## config.mk

```make
export PLATFORM = sky130hd
export DESIGN_NAME = eth10_rx
export DESIGN_NICKNAME = d
export VERILOG_FILES = /design/src/rtl/eth10_rx.sv
export SDC_FILE = /design/constraint.sdc
export NUM_CORES = 1
export LEC_CHECK = 0
export BUFFER_PORTS_ARGS = -buffer_cell sky130_fd_sc_hd__buf_2
export CORE_MARGIN = 8
export CORE_UTILIZATION = 40
export DETAILED_ROUTE_END_ITERATION = 12
export PLACE_DENSITY = 0.57
export SETUP_SLACK_MARGIN = 0.1
export SLEW_MARGIN = 5
export SYNTH_ARGS = -nofsm -noshare
export SYNTH_HDL_FRONTEND = slang
export SYNTH_SLANG_ARGS = --single-unit
export TNS_END_PERCENT = 1
```

## constraint.sdc

```tcl
create_clock -name clk -period 5.5 [get_ports clk]
set_clock_uncertainty 0.15 [all_clocks]
set_input_delay 1.1 -clock clk [delete_from_list [all_inputs] [get_ports clk]]
set_output_delay 1.1 -clock clk [all_outputs]
set_load 0.005 [all_outputs]
```

## src/rtl/eth10_rx.sv

```systemverilog
// 10BASE-T receiver: oversampled Manchester decode, preamble/SFD lock, byte
// delivery with SOF/EOF, NLP link integrity. Optional FCS check: FCS_CHECK_EN.
module eth10_rx #(
  parameter int OVS          = 8,
  parameter int MIN_PRE_BITS = 16,
  parameter int LINK_TO      = 4000000
) (
  input  logic       clk,
  input  logic       rst,
  input  logic       rxd,
  output logic [7:0] rx_data,
  output logic       rx_valid,
  output logic       rx_sof,
  output logic       rx_eof,
  output logic       rx_err,
  output logic       crs,
  output logic       link_ok,
  output logic       led_rx
`ifdef FCS_CHECK_EN
  ,
  output logic       crc_ok
`endif
);
  localparam int CW    = $clog2(2*OVS);
  localparam int BLANK = 3*OVS/4;
  localparam int CEND  = 3*OVS/2;

  typedef enum logic [1:0] {IDLE, HUNT, DATA, DROP} state_t;

  state_t        r_state;
  logic          r_s1, r_s2, r_s3;
  logic [CW-1:0] r_since;
  logic [5:0]    r_pre_cnt;
  logic [2:0]    r_bit_cnt;
  logic          r_last, r_got_byte, r_nlp;
  logic [7:0]    r_sh;
  logic [22:0]   r_link_cnt;
  logic          w_edge, w_acc, w_cend, w_reload, w_err;
  logic [7:0]    w_byte;

  assign w_edge = r_s2 ^ r_s3;
  // Edges inside the blanking window are bit-boundary transitions.
  assign w_acc  = w_edge && (r_state == IDLE || r_since > CW'(BLANK));
  assign w_cend = (r_state != IDLE) && !w_acc && (r_since == CW'(CEND));
  assign w_byte = {r_s2, r_sh[7:1]};
  assign w_err  = (r_bit_cnt != 3'd0) || !r_got_byte;
  assign led_rx = ~crs;

`ifdef FCS_CHECK_EN
  logic [31:0] r_crc;

  function automatic logic [31:0] crc_upd(input logic [31:0] c, input logic [7:0] d);
    logic [31:0] r;
    r = c;
    for (int i = 0; i < 8; i++)
      r = (r[0] ^ d[i]) ? ((r >> 1) ^ 32'hEDB88320) : (r >> 1);
    return r;
  endfunction

  assign w_reload = r_nlp | (rx_eof & ~rx_err & crc_ok);
`else
  assign w_reload = r_nlp | (rx_eof & ~rx_err);
`endif

  always_ff @(posedge clk or posedge rst) begin
    if (rst) begin
      {r_s1, r_s2, r_s3} <= 3'b000;
      r_state    <= IDLE;
      r_since    <= '0;
      r_pre_cnt  <= '0;
      r_bit_cnt  <= '0;
      r_last     <= 1'b0;
      r_got_byte <= 1'b0;
      r_nlp      <= 1'b0;
      r_sh       <= '0;
      rx_data    <= '0;
      rx_valid   <= 1'b0;
      rx_sof     <= 1'b0;
      rx_eof     <= 1'b0;
      rx_err     <= 1'b0;
      crs        <= 1'b0;
`ifdef FCS_CHECK_EN
      r_crc      <= '1;
      crc_ok     <= 1'b0;
`endif
    end else begin
      {r_s1, r_s2, r_s3} <= {rxd, r_s1, r_s2};
      rx_valid <= 1'b0;
      rx_sof   <= 1'b0;
      rx_eof   <= 1'b0;
      rx_err   <= 1'b0;
      r_nlp    <= 1'b0;
      if (w_acc)                     r_since <= CW'(1);
      else if (r_since != CW'(CEND)) r_since <= r_since + 1'b1;
      case (r_state)
        IDLE: if (w_acc) begin
          r_state   <= HUNT;
          crs       <= 1'b1;
          r_last    <= r_s2;
          r_pre_cnt <= 6'd1;
        end
        HUNT: if (w_cend) begin
          r_state <= IDLE;
          crs     <= 1'b0;
          r_nlp   <= (r_pre_cnt == 6'd2) && !r_last;
        end else if (w_acc) begin
          r_last <= r_s2;
          if (r_s2 != r_last) begin
            if (r_pre_cnt != 6'd63) r_pre_cnt <= r_pre_cnt + 1'b1;
          end else if (r_s2 && r_pre_cnt >= 6'(MIN_PRE_BITS)) begin
            r_state    <= DATA;
            r_bit_cnt  <= '0;
            r_got_byte <= 1'b0;
`ifdef FCS_CHECK_EN
            r_crc      <= '1;
`endif
          end else begin
            r_state <= DROP;
          end
        end
        DATA: if (w_cend) begin
          r_state <= IDLE;
          crs     <= 1'b0;
          rx_eof  <= 1'b1;
          rx_err  <= w_err;
`ifdef FCS_CHECK_EN
          crc_ok  <= !w_err && (r_crc == 32'hDEBB20E3);
`endif
        end else if (w_acc) begin
          r_sh      <= w_byte;
          r_bit_cnt <= r_bit_cnt + 1'b1;
          if (r_bit_cnt == 3'd7) begin
            rx_data    <= w_byte;
            rx_valid   <= 1'b1;
            rx_sof     <= !r_got_byte;
            r_got_byte <= 1'b1;
`ifdef FCS_CHECK_EN
            r_crc      <= crc_upd(r_crc, w_byte);
            if (!r_got_byte) crc_ok <= 1'b0;
`endif
          end
        end
        default: if (w_cend) begin
          r_state <= IDLE;
          crs     <= 1'b0;
        end
      endcase
    end
  end

  // Reload has priority over the decrement, so a reload on the expiry cycle keeps the link up.
  always_ff @(posedge clk or posedge rst) begin
    if (rst) begin
      r_link_cnt <= '0;
      link_ok    <= 1'b0;
    end else begin
      if (w_reload)                r_link_cnt <= 23'(LINK_TO);
      else if (r_link_cnt != '0)   r_link_cnt <= r_link_cnt - 1'b1;
      link_ok <= (r_link_cnt != '0);
    end
  end
endmodule

```

# Word level (Yosys, flattened, before mapping)
# Index checks and enable logic that the tools add are counted.
[word_totals]
latchBits = 0
rom_bits = 0
mem_count = 0
register_bits = 66
inputBits = 3
out_inout_bits = 15
mem_bits_rw = 0
word_cells = 131
[classes]
multipliers = 0
bitwise_logic = 6
muxes = 52
n_reduce_logical = 28
div_mod_pow = 0
magnitude_cmp = 2
shift = 0
addsub = 4
eq_ne = 20
[op_table]
columns = ["op", "n"]
rows = [
  ["23-bit 2-to-1 mux", 2],
  ["6-bit 2-to-1 mux", 5],
  ["1-bit 2-to-1 mux", 27],
  ["23-bit nonzero test", 1],
  ["23-bit by 1-bit subtractor with 23-bit output (second input constant)", 1],
  ["2-bit inequality test (second input constant)", 10],
  ["3-bit 2-to-1 mux", 6],
  ["6-bit case mux with 2 select lines", 1],
  ["2-bit nonzero test", 6],
  ["2-bit 2-to-1 mux", 5],
  ["4-bit 2-to-1 mux", 2],
  ["4-bit AND reduction", 2],
  ["8-bit AND reduction", 1],
  ["7-bit AND reduction", 1],
  ["6-bit by 1-bit adder with 6-bit output (second input constant)", 1],
  ["6-bit by 2-bit == test with 1-bit output (second input constant)", 1],
  ["6-bit by 5-bit >= comparator with 1-bit output (second input constant)", 1],
  ["3-bit inequality test (second input constant)", 2],
  ["6-bit inequality test (second input constant)", 1],
  ["3-bit case mux with 2 select lines", 1],
  ["6-bit AND reduction", 1],
  ["3-bit nonzero test", 2],
  ["1-bit logical AND", 5],
  ["4-bit by 1-bit adder with 4-bit output (second input constant)", 1],
  ["other kinds (19)", 26],
]

# Logic depth before layout (Yosys ltp)
# Gate-level depths: netlist of the first run.
[depth]
word_depth = 8
depth_mapped = 7
depth_no_buf = 6

# Least setup slack after synthesis of the first run
# No wires, ideal clock.
[synth_path]
path_type = "register -> register"
startpoint = "register r_link_cnt[0]"
endpoint = "register r_link_cnt[1]"
period_less_slack_ns = 2.322
n_path_buf = 1
required_time_ns = 5.251
arrival_ns = 2.073
path_stages_with_launch = 8
setup_time_ns = 0.099
setup_slack_ns = 3.178
path_cell_list = "dfrtp_1 > inv_1 > ha_1 > or4b_2 > nor3_4 > buf_4 > a21boi_0 > a311oi_1"
[synth_between]
elab_chain_len = 3
elab_cells_between_ends = 5
cone_classes = "add/sub: 1; mux: 2; reduce/logical: 2"
[synth_lines]
columns = ["item", "line", "source"]
rows = [
  ["from (decl)", "37", "logic [22:0] r_link_cnt;"],
  ["from (signal assigned)", "157", "if (w_reload) r_link_cnt <= 23'(LINK_TO);"],
  ["from (signal assigned)", "158", "else if (r_link_cnt != '0) r_link_cnt <= r_link_cnt - 1'b1;"],
  ["23-bit by 1-bit subtractor with 23-bit output", "158", ""],
  ["23-bit 2-to-1 mux", "158", ""],
  ["23-bit 2-to-1 mux", "157", ""],
]
# Several ways; a longest one is shown, not always the timed one. The select of a mux whose other input is x is not followed.
# A chain may end at the register's enable or synchronous reset.

# Worst setup path after layout of the first run
# Ends and elaborated chain as after synthesis.

==> results of run 1 <==
==> flip-flops by register name, indices dropped and copies added, names as in the netlist <==
register    flops
r_sh            7
r_pre_cnt       6
rx_data         8
r_last          1
rx_eof          1
r_nlp           1
crs             1
r_s3            1
rx_sof          1
r_since         4
r_state         2
r_link_cnt     23
r_s2            1
r_got_byte      1
r_bit_cnt       3
link_ok         1
rx_valid        1
r_s1            1
rx_err          1
==> kinds of logic (layout without fill, tap and decap cells) <==
family,after synthesis,in the layout,share of synthesized area
flip-flops,65,65,0.502
AO/OA/AOI/OAI,62,62,0.132
adder cells (fa/ha/maj),10,10,0.0386
multiplexers,23,23,0.0780
buffers and inverters,25,50,0.0324
AND/OR/NAND/NOR,114,114,0.203
XOR/XNOR,5,5,0.0135
==> per-layer routing <==
layer,global-route usage,up-vias,wire (um)
li1,-,1169,-
met1,0.142,1176,3030
met2,0.202,26,3170
met3,0.0472,6,214
met4,0.0442,0,74
met5,0,-,0
==> report_power, final <==
| group | leakage [nW] | total (W) | switching [W] | internal, W |
|---|---|---|---|---|
| Clock | 0.0886 | 0.000376 | 0.000206 | 0.000170 |
| Combinational | 0.732 | 0.000588 | 0.000327 | 0.000261 |
| Sequential | 0.837 | 0.000779 | 0.000159 | 0.000620 |
==> worst max-delay path, cell delays in order, from the launching register on <==
cell and delay, ns:
dfrtp_1 0.39, inv_1 0.15, ha_1 0.17, or4b_2 0.70, nor3_4 0.52, a21boi_0 0.19
a311oi_1 0.30
==> final timing paths <==
check	start	to
setup / recovery	r_link_cnt[0]	r_link_cnt[1]
hold / removal	r_s1	r_s2
setup reg to reg	r_link_cnt[0]	r_link_cnt[1]
hold reg to reg	r_s1	r_s2
max in group asynchronous	rst	r_pre_cnt[3]
min in group asynchronous	rst	rx_valid
==> cell type report <==
type,count,area [um2]
Clock buffer,9,124
Clock inverter,7,57.6
Fill cell,776,4440
Inverter,13,48.8
Multi-Input combinational cell,214,1510
Sequential cell,65,1630
Tap cell,105,131
Timing Repair Buffer,21,115
==> cell usage after synthesis (all sizes together), types with 3 or more instances <==
master | number | area [um2]
clkbuf | 10 | 37.5
a21oi | 14 | 70.1
a21o | 3 | 22.5
nor2 | 17 | 63.8
mux2 | 18 | 203
nand3 | 11 | 55.1
inv | 13 | 48.8
o41ai | 4 | 35.0
xnor2 | 3 | 26.3
mux2i | 5 | 50.1
or2 | 4 | 25.0
nand2b | 7 | 43.8
a22o | 3 | 26.3
dfrtp | 65 | 1630
nand2 | 22 | 82.6
nor3 | 6 | 41.3
o31ai | 7 | 52.6
or3 | 9 | 56.3
ha | 10 | 125
nor4 | 11 | 87.6
nand4 | 5 | 31.3
o21ai | 12 | 60.1
or4 | 8 | 63.8
==> stage by stage <==
stage	utilization	total power [W]	hold slack, ns	cells
floorplan	-	0.00124	0.181	304
global placement	0.426	0.00135	0.191	418
finish	0.449	0.00174	0.204	434
CTS	0.449	0.00176	0.209	434
global route	0.449	0.00190	0.213	434
detailed placement	0.426	0.00138	0.190	418
==> summary.txt, run 1 <==
status - completed
post-route setup TNS - 0 ns
die width - 106 um
Final Cycle Share - 0.484
n_diodes - 0
clk_lat worst skew - 0.35 ns
HPWL Detailed - 4.39 mm
Total GRT Usage - 0.123
Max Slew Vio Count - 0
startpoint types - flop
Routability Congestion - 0.800
Initial Util - 0.402
crit path DAT - 2.75 ns
total clock sinks - 65
# DRC - 0
Final Cell Area - 3610 um2
worst min-delay path class - flop to flop
# setup viols final - 0
DIE AREA - 11200 um2
Syn-to-layout area delta - 11.5%
pre-CTS setup slack - 2.90 ns
Setup CP Type - flop to flop
CTS tree - built
RSZ-0062 raised after global routing - false
average wire per standard cell - 15.0 um
crit end category - flop
Post-DP Area - 3430 um2
CTS buffer count - 9
setup bufs post-CTS - 0
Netlist cell types - 52
htree depth - 3
top_reg_cell synth - dfrtp_1
Synth Instances - 304
hold-fix buffers at CTS - 0
CP Max Fanout - 17
Power per Cell Area - 483 nW/um2
Tmin final - 2.66 ns
worst slew pin tran - 0.817 ns
initial DRC count - 39
IO Port Bufs - 17
share of cells above drive strength 1 - 0.204
Final Net Count - 337
Leak Pwr - 1.66 nW
relative slew slack - 0.455
final worst slack - 2.84 ns
antenna violations before repair - 0
clk slew on worst S/H paths - 0.08 ns
first-pass GRT wire length - 11.2 mm
max_cap viols - 0
post-cts resize count - 0
Worst EP required - 5.59 ns
Ys Warns - 0
Post-synth EDFFs - 0
Rows - 33
GRT overflow - 0
most frequent cells in the layout - dfrtp_1, nand2_1, mux2_2
DRT Pass-1 Iters - 5
commonest non-fill, non-tap cell in the layout - dfrtp_1
count of final hold-check violations - 0
vias in the first global route - 2390
Post-Syn Nets - 317
largest net degree at the start of global routing - 66
worst vdd ir - 219 uV
IO Count - 18
fmax - 376 MHz
Post-DRT Antenna Nets - 0
DR vias - 2377
Reg2Reg Depth - 6
R2R Setup Slk - 2.84 ns
routed wire length - 6.49 mm
register area share after synthesis - 0.502
clock buffer depth - 2
Seq cells post-synth - 65
vias per inst - 5.48
syn avg cell area - 10.7 um2
die height - 106 um
CTS Root Cell - clkbuf_8
ys async rst share - 1.00
Core ar. - 8050 um2
Hold Crit Depth - 0
area of the mapped netlist - 3240 um2
No activity file was read; power rests on OpenSTA's default activity.
==> run 2: changes to the inputs <==
--- a/config.mk
+++ b/config.mk
@@ -9,7 +9,7 @@
 export CORE_MARGIN = 8
 export CORE_UTILIZATION = 40
 export DETAILED_ROUTE_END_ITERATION = 12
-export PLACE_DENSITY = 0.57
+export PLACE_DENSITY = 0.59
 export SETUP_SLACK_MARGIN = 0.1
 export SLEW_MARGIN = 5
 export SYNTH_ARGS = -nofsm -noshare
==> constraint.sdc (replaced) <==
create_clock -name clk -period 2.29 [get_ports clk]
set_clock_uncertainty 0.15 [all_clocks]
set_input_delay 0.458 -clock clk [delete_from_list [all_inputs] [get_ports clk]]
set_output_delay 0.458 -clock clk [all_outputs]
set_load 0.005 [all_outputs]
==> run 2 against run 1 <==
  * Hold slack worse by 0.20 ns
  * Sequential power up 140%
  * Non-clock buffer count up 27
  * Critical path type unchanged
  * Critical endpoint is now r_link_cnt[20]
  * Highest routed layer unchanged
==> summary.txt, run 2 (synthesis gave the netlist of run 1 again) <==
status - completed (unchanged)
largest register by flop count - r_link_cnt (unchanged)
first-pass GRT wire length - 11.6 mm (was 11.2 mm)
Core ar. - 8050 um2 (unchanged)
Syn-to-layout area delta - 20.0% (was 11.5%)
Inst Count DP - 444 (was 418)
Leak Pwr - 1.81 nW (was 1.66 nW)
Routability Congestion - 0.780 (was 0.800)
Setup CP Type - flop to flop (unchanged)
clk slew on worst S/H paths - 0.08 ns (about the same)
DRT Pass-1 Iters - 4 (was 5)
Final Cycle Share - 0.977 (was 0.484)
delay of the slowest critical-path stage - 0.56 ns (was 0.70 ns)
worst min-delay path class - primary input to async pin (was flop to flop)
worst vdd ir - 585 uV (was 219 uV)
crit path from - r_link_cnt[17] (was r_link_cnt[0])
Worst EP required - 2.36 ns (was 5.59 ns)
die width - 106 um (unchanged)
Final Cell Area - 3890 um2 (was 3610 um2)
relative slew slack - 0.662 (was 0.455)
Critical Path Most Common Cell - or4_4
n_diodes - 0 (unchanged)
worst slew pin tran - 0.494 ns (was 0.817 ns)
max_cap viols - 0 (unchanged)
Rows - 33 (unchanged)
Post-DP Area - 3660 um2 (was 3430 um2)
GRT overflow - 0 (unchanged)
CP Max Fanout - 3 (was 17)
RSZ-0062 raised after global routing - true (was false)
Post-DRT Antenna Nets - 0 (unchanged)
# DRC - 0 (unchanged)
htree depth - 3 (unchanged)
initial DRC count - 57 (was 39)
crit end category - flop (unchanged)
Final Util - 0.483 (was 0.449)
commonest non-fill, non-tap cell in the layout - dfrtp_1 (unchanged)
Tmin final - 2.24 ns (was 2.66 ns)
antenna violations before repair - 0 (unchanged)
CP max stage cell - or4_4 (was or4b_2)
die height - 106 um (unchanged)
vias in the first global route - 2449 (was 2390)
reg2reg start - r_link_cnt[17] (was r_link_cnt[0])
total clock sinks - 65 (unchanged)
DR vias - 2452 (was 2377)
Max Slew Vio Count - 0 (unchanged)
startpoint types - flop (unchanged)
max FFs per register - 23 (unchanged)
IO Port Bufs - 17 (unchanged)
Initial Util - 0.402 (unchanged)
Bufs and invs on worst path - 0 (was 1)
CTS Root Cell - clkbuf_8 (unchanged)
routed wire length - 6.74 mm (was 6.49 mm)
Total GRT Usage - 0.127 (was 0.123)
Regs by FF count - r_link_cnt: 23 flops, rx_data: 8 flops, r_sh: 7 flops (unchanged)
DIE AREA - 11200 um2 (unchanged)
clock buffer depth - 2 (unchanged)
CTS tree - built (unchanged)
IO Count - 18 (unchanged)
count of final hold-check violations - 0 (unchanged)
CP delay by family, top - simple AND/OR/NAND/NOR gates (unchanged)
share of cells above drive strength 1 - 0.267 (was 0.204)
crit path DAT - 2.31 ns (was 2.75 ns)
Final Net Count - 364 (was 337)
CTS buffer count - 9 (unchanged)
most frequent cells in the layout - dfrtp_1, buf_4, nand2_1 (was dfrtp_1, nand2_1, mux2_2)
fmax - 447 MHz (was 376 MHz)
HPWL Detailed - 4.61 mm (was 4.39 mm)
average wire per standard cell - 14.6 um (was 15.0 um)
clk_lat worst skew - 0.34 ns (was 0.35 ns)
# setup viols final - 0 (unchanged)
Power per Cell Area - 1200 nW/um2 (was 483 nW/um2)
CP Cell Sequence - or4_4 -> or4_4 -> o31a_1 -> or3_1 (was inv_1 -> ha_1 -> or4b_2 -> nor3_4 -> a21boi_0 -> a311oi_1)
largest net degree at the start of global routing - 66 (unchanged)
vias per inst - 5.32 (was 5.48)
Finished Layout Cells - 461 (was 434)
-- run 2: cell types whose count changed in the layout (fill, tap and decap cells not counted), moves of 2 or more --
| cell | delta |
|---|---|
| buf_12 | +2 |
| nor4_4 | +2 |
| nor4_2 | -2 |
| buf_4 | +25 |
-- run 2: final cells by class --
class | instances | area (um2)
clock buffers | 9 | 124
clock inverters | 7 | 82.6
fillers | 766 | 4160
inverters | 13 | 48.8
multi-input cells | 214 | 1530
flip-flops and latches | 65 | 1630
well taps | 105 | 131
repair buffers | 48 | 343
-- run 2: power by group --
part | switching (W) | internal [W] | total (W)
combinational | 0.000893 | 0.000904 | 0.00180
sequential | 0.000370 | 0.00149 | 0.00186
clock | 0.000504 | 0.000521 | 0.00102
total | 0.00177 | 0.00291 | 0.00468
-- run 2: worst reg2reg max path: cells and delay by family (launching register included) --
kind / cells / cell delay [ns]
AND/OR/NAND/NOR: 3 / 1.30
flip-flops: 1 / 0.39
AO/OA/AOI/OAI: 1 / 0.29
-- run 2: path summary, 6_finish.rpt --
kind | to | slack, ns | cells after the start
max | r_link_cnt[20] | 0.05 | 4
min reg2reg | r_s2 | 0.21 | 0
min in group clk | r_s1 | 0.07 | 1
min | rx_valid | 0.005 | 3
max reg2reg | r_link_cnt[20] | 0.05 | 4
max in group asynchronous | link_ok | 1.68 | 3
-- run 2: metal layers --
layer / wire (um) / global-route usage / vias up
met2: 3290 / 0.207 / 45
met1: 3090 / 0.158 / 1175
met5: 0 / 0 / -
met4: 68 / 0.0372 / 0
li1: - / - / 1225
met3: 291 / 0.0423 / 7
-- run 2: metrics by stage --
step / hold WS, ns / total power, W / TNS, ns / setup WS (ns)
after CTS: 0.0213 / 0.00472 / 0 / 0.0582
after floorplan: 0.181 / 0.00300 / 0 / 0.000315
after global placement: 0.192 / 0.00356 / 0 / 0.0368
final: 0.00544 / 0.00468 / 0 / 0.0519
after detailed placement: 0.195 / 0.00362 / -0.0180 / -0.0180
after global routing: 0.0425 / 0.00505 / 0 / 0.00271
-- run 2: what timing repair did --
action                     4_1_cts  5_1_grt
pin swaps                        1        2
gates cloned                     0        0
resized for setup                1        1
buffers inserted                 1        0
setup endpoints to repair        2       15
hold buffers                     0        0
==> run 3: changes to the inputs <==
--- a/config.mk
+++ b/config.mk
@@ -6,7 +6,6 @@
 export NUM_CORES = 1
 export LEC_CHECK = 0
 export BUFFER_PORTS_ARGS = -buffer_cell sky130_fd_sc_hd__buf_2
-export CORE_MARGIN = 8
 export CORE_UTILIZATION = 40
 export DETAILED_ROUTE_END_ITERATION = 12
 export PLACE_DENSITY = 0.59
==> run 3 against run 2 <==
  * Utilization grew 2.4 points
  * Critical path depth unchanged
  * First-iteration DRC count increased by 120%
  * Via count is 1.2% higher
  * Design area is 1.3% higher
  * Routed wire length increased by 0.31%
  * Clock power rose by 21%
  * Sequential cell count unchanged
==> summary.txt, run 3 (synthesis gave the netlist of run 1 again) <==
Core ar. - 7770 um2 (was 8050 um2)
Final Net Count - 367 (was 364)
post-route setup TNS - 0 ns (unchanged)
vias per inst - 5.38 (was 5.32)
Total GRT Usage - 0.174 (was 0.127)
Syn-to-layout area delta - 21.6% (was 20.0%)
average wire per standard cell - 14.7 um (was 14.6 um)
n_diodes - 0 (unchanged)
CTS buffer count - 9 (unchanged)
Hold WS - 0.0664 ns (was 0.00544 ns)
crit path DAT - 2.27 ns (was 2.31 ns)
clock buffer depth - 2 (unchanged)
Worst EP required - 2.36 ns (about the same)
CP Depth - 4 (unchanged)
startpoint types - flop (unchanged)
initial DRC count - 128 (was 57)
worst min-delay path class - primary input to flop (was primary input to async pin)
Inst Count DP - 438 (was 444)
worst slew pin tran - 0.592 ns (was 0.494 ns)
vias in the first global route - 2428 (was 2449)
delay of the slowest critical-path stage - 0.55 ns (was 0.56 ns)
# setup viols final - 0 (unchanged)
crit end category - flop (unchanged)
Regs by FF count - r_link_cnt: 23 flops, rx_data: 8 flops, r_sh: 7 flops (unchanged)
GRT overflow - 0 (unchanged)
largest net degree at the start of global routing - 50 (was 66)
wl on met1 - 3.39 mm (was 3.09 mm)
Critical Path Most Common Cell - or4_4 (unchanged)
Reg2Reg Depth - 4 (unchanged)
first-pass GRT wire length - 11.6 mm (about the same)
CP Max Fanout - 4 (was 3)
Initial Util - 0.417 (was 0.402)
Final Cycle Share - 0.962 (was 0.977)
total clock sinks - 65 (unchanged)
CP Cell Sequence - or4_4 -> or4_4 -> o31a_1 -> or3_1 (unchanged)
routed wire length - 6.76 mm (was 6.74 mm)
top layer in use - met4 (unchanged)
met3 wire length - 217 um (was 291 um)
status - completed (unchanged)
clk_lat worst skew - 0.34 ns (about the same)
Tmin final - 2.20 ns (was 2.24 ns)
commonest non-fill, non-tap cell in the layout - dfrtp_1 (unchanged)
DRT Pass-1 Iters - 4 (unchanged)
WL met2 - 3.07 mm (was 3.29 mm)
IO Port Bufs - 17 (unchanged)
CTS Root Cell - clkbuf_8 (unchanged)
# DRC - 0 (unchanged)
Routability Congestion - 0.744 (was 0.780)
Setup CP Type - flop to flop (unchanged)
worst vdd ir - 552 uV (was 585 uV)
clk slew on worst S/H paths - 0.08 ns (about the same)
largest register by flop count - r_link_cnt (unchanged)
Post-DP Area - 3620 um2 (was 3660 um2)
DIE AREA - 8470 um2 (was 11200 um2)
Bufs and invs on worst path - 0 (unchanged)
final worst slack - 0.0878 ns (was 0.0519 ns)
Hold Crit Depth - 1
count of final hold-check violations - 0 (unchanged)
IO Count - 18 (unchanged)
CP delay by family, top - simple AND/OR/NAND/NOR gates (unchanged)
antenna violations before repair - 0 (unchanged)
pre-CTS setup slack - 0.0427 ns (was -0.0180 ns)
Max Slew Vio Count - 0 (unchanged)
max FFs per register - 23 (unchanged)
htree depth - 3 (unchanged)
DR vias - 2481 (was 2452)
Final Cell Area - 3940 um2 (was 3890 um2)
Power per Cell Area - 1230 nW/um2 (was 1200 nW/um2)
Leak Pwr - 1.85 nW (was 1.81 nW)
max_cap viols - 0 (unchanged)
Rows - 32 (was 33)
CTS tree - built (unchanged)
Finished Layout Cells - 461 (unchanged)
HPWL Detailed - 4.50 mm (was 4.61 mm)
die width - 92.0 um (was 106 um)
fmax - 454 MHz (was 447 MHz)
die height - 92.0 um (was 106 um)
most frequent cells in the layout - dfrtp_1, buf_4, nand2_1 (unchanged)
RSZ-0062 raised after global routing - true (unchanged)
relative slew slack - 0.595 (was 0.662)
CP max stage cell - or4_4 (unchanged)
Post-DRT Antenna Nets - 0 (unchanged)
share of cells above drive strength 1 - 0.279 (was 0.267)
-- run 3: changes by cell type in the layout (fill, tap and decap cells not counted), sizes merged --
cell,previous run,this run
buf,48,50
bufinv,1,3
clkbuf,9,10
clkinv,0,2
clkinvlp,2,1
dlygate4sd3,0,1
inv,17,13
-- run 3: power breakdown --
| group | internal [W] | switching (W) | leakage, nW |
|---|---|---|---|
| combinational | 0.000882 | 0.000878 | 0.892 |
| sequential | 0.00149 | 0.000371 | 0.837 |
| clock | 0.000757 | 0.000473 | 0.123 |
| total | 0.00313 | 0.00172 | 1.85 |
-- run 3: path summary, 6_finish.rpt --
path	endpoint	slack [ns]	startpoint
worst max-delay path	r_link_cnt[20]	0.09	r_link_cnt[16]
worst min-delay path	r_s1	0.07	rxd
worst max register to register	r_link_cnt[20]	0.09	r_link_cnt[16]
worst min register to register	r_s2	0.22	r_s1
max in group asynchronous	r_since[2]	0.89	rst
min in group asynchronous	r_link_cnt[6]	0.51	rst
-- run 3: per-stage QoR --
step | utilization | power (W)
floorplan | - | 0.00300
global placement | 0.467 | 0.00349
detailed placement | 0.467 | 0.00353
CTS | 0.503 | 0.00482
global route | 0.507 | 0.00519
finish | 0.507 | 0.00485
-- run 3: final cells by class --
class	instances	area (um2)
tap	102	128
multi-input combinational	214	1530
fill	731	3830
timing repair buffer	51	355
clock buffer	10	138
sequential	65	1630
inverter	13	48.8
clock inverter	6	115
-- run 3: routing by layer --
metal | track usage | vias to the layer above
li1 | - | 1230
met1 | 0.241 | 1213
met2 | 0.259 | 31
met3 | 0.0439 | 7
met4 | 0.0703 | 0
met5 | 0 | -
-- run 3: what timing repair did --
item	CTS	global route
endpoints found under the setup margin	9	22
hold buffers	1	0
gates resized for setup	3	1
hold endpoints to repair	16	0
pin swaps	1	1
buffers inserted	1	5
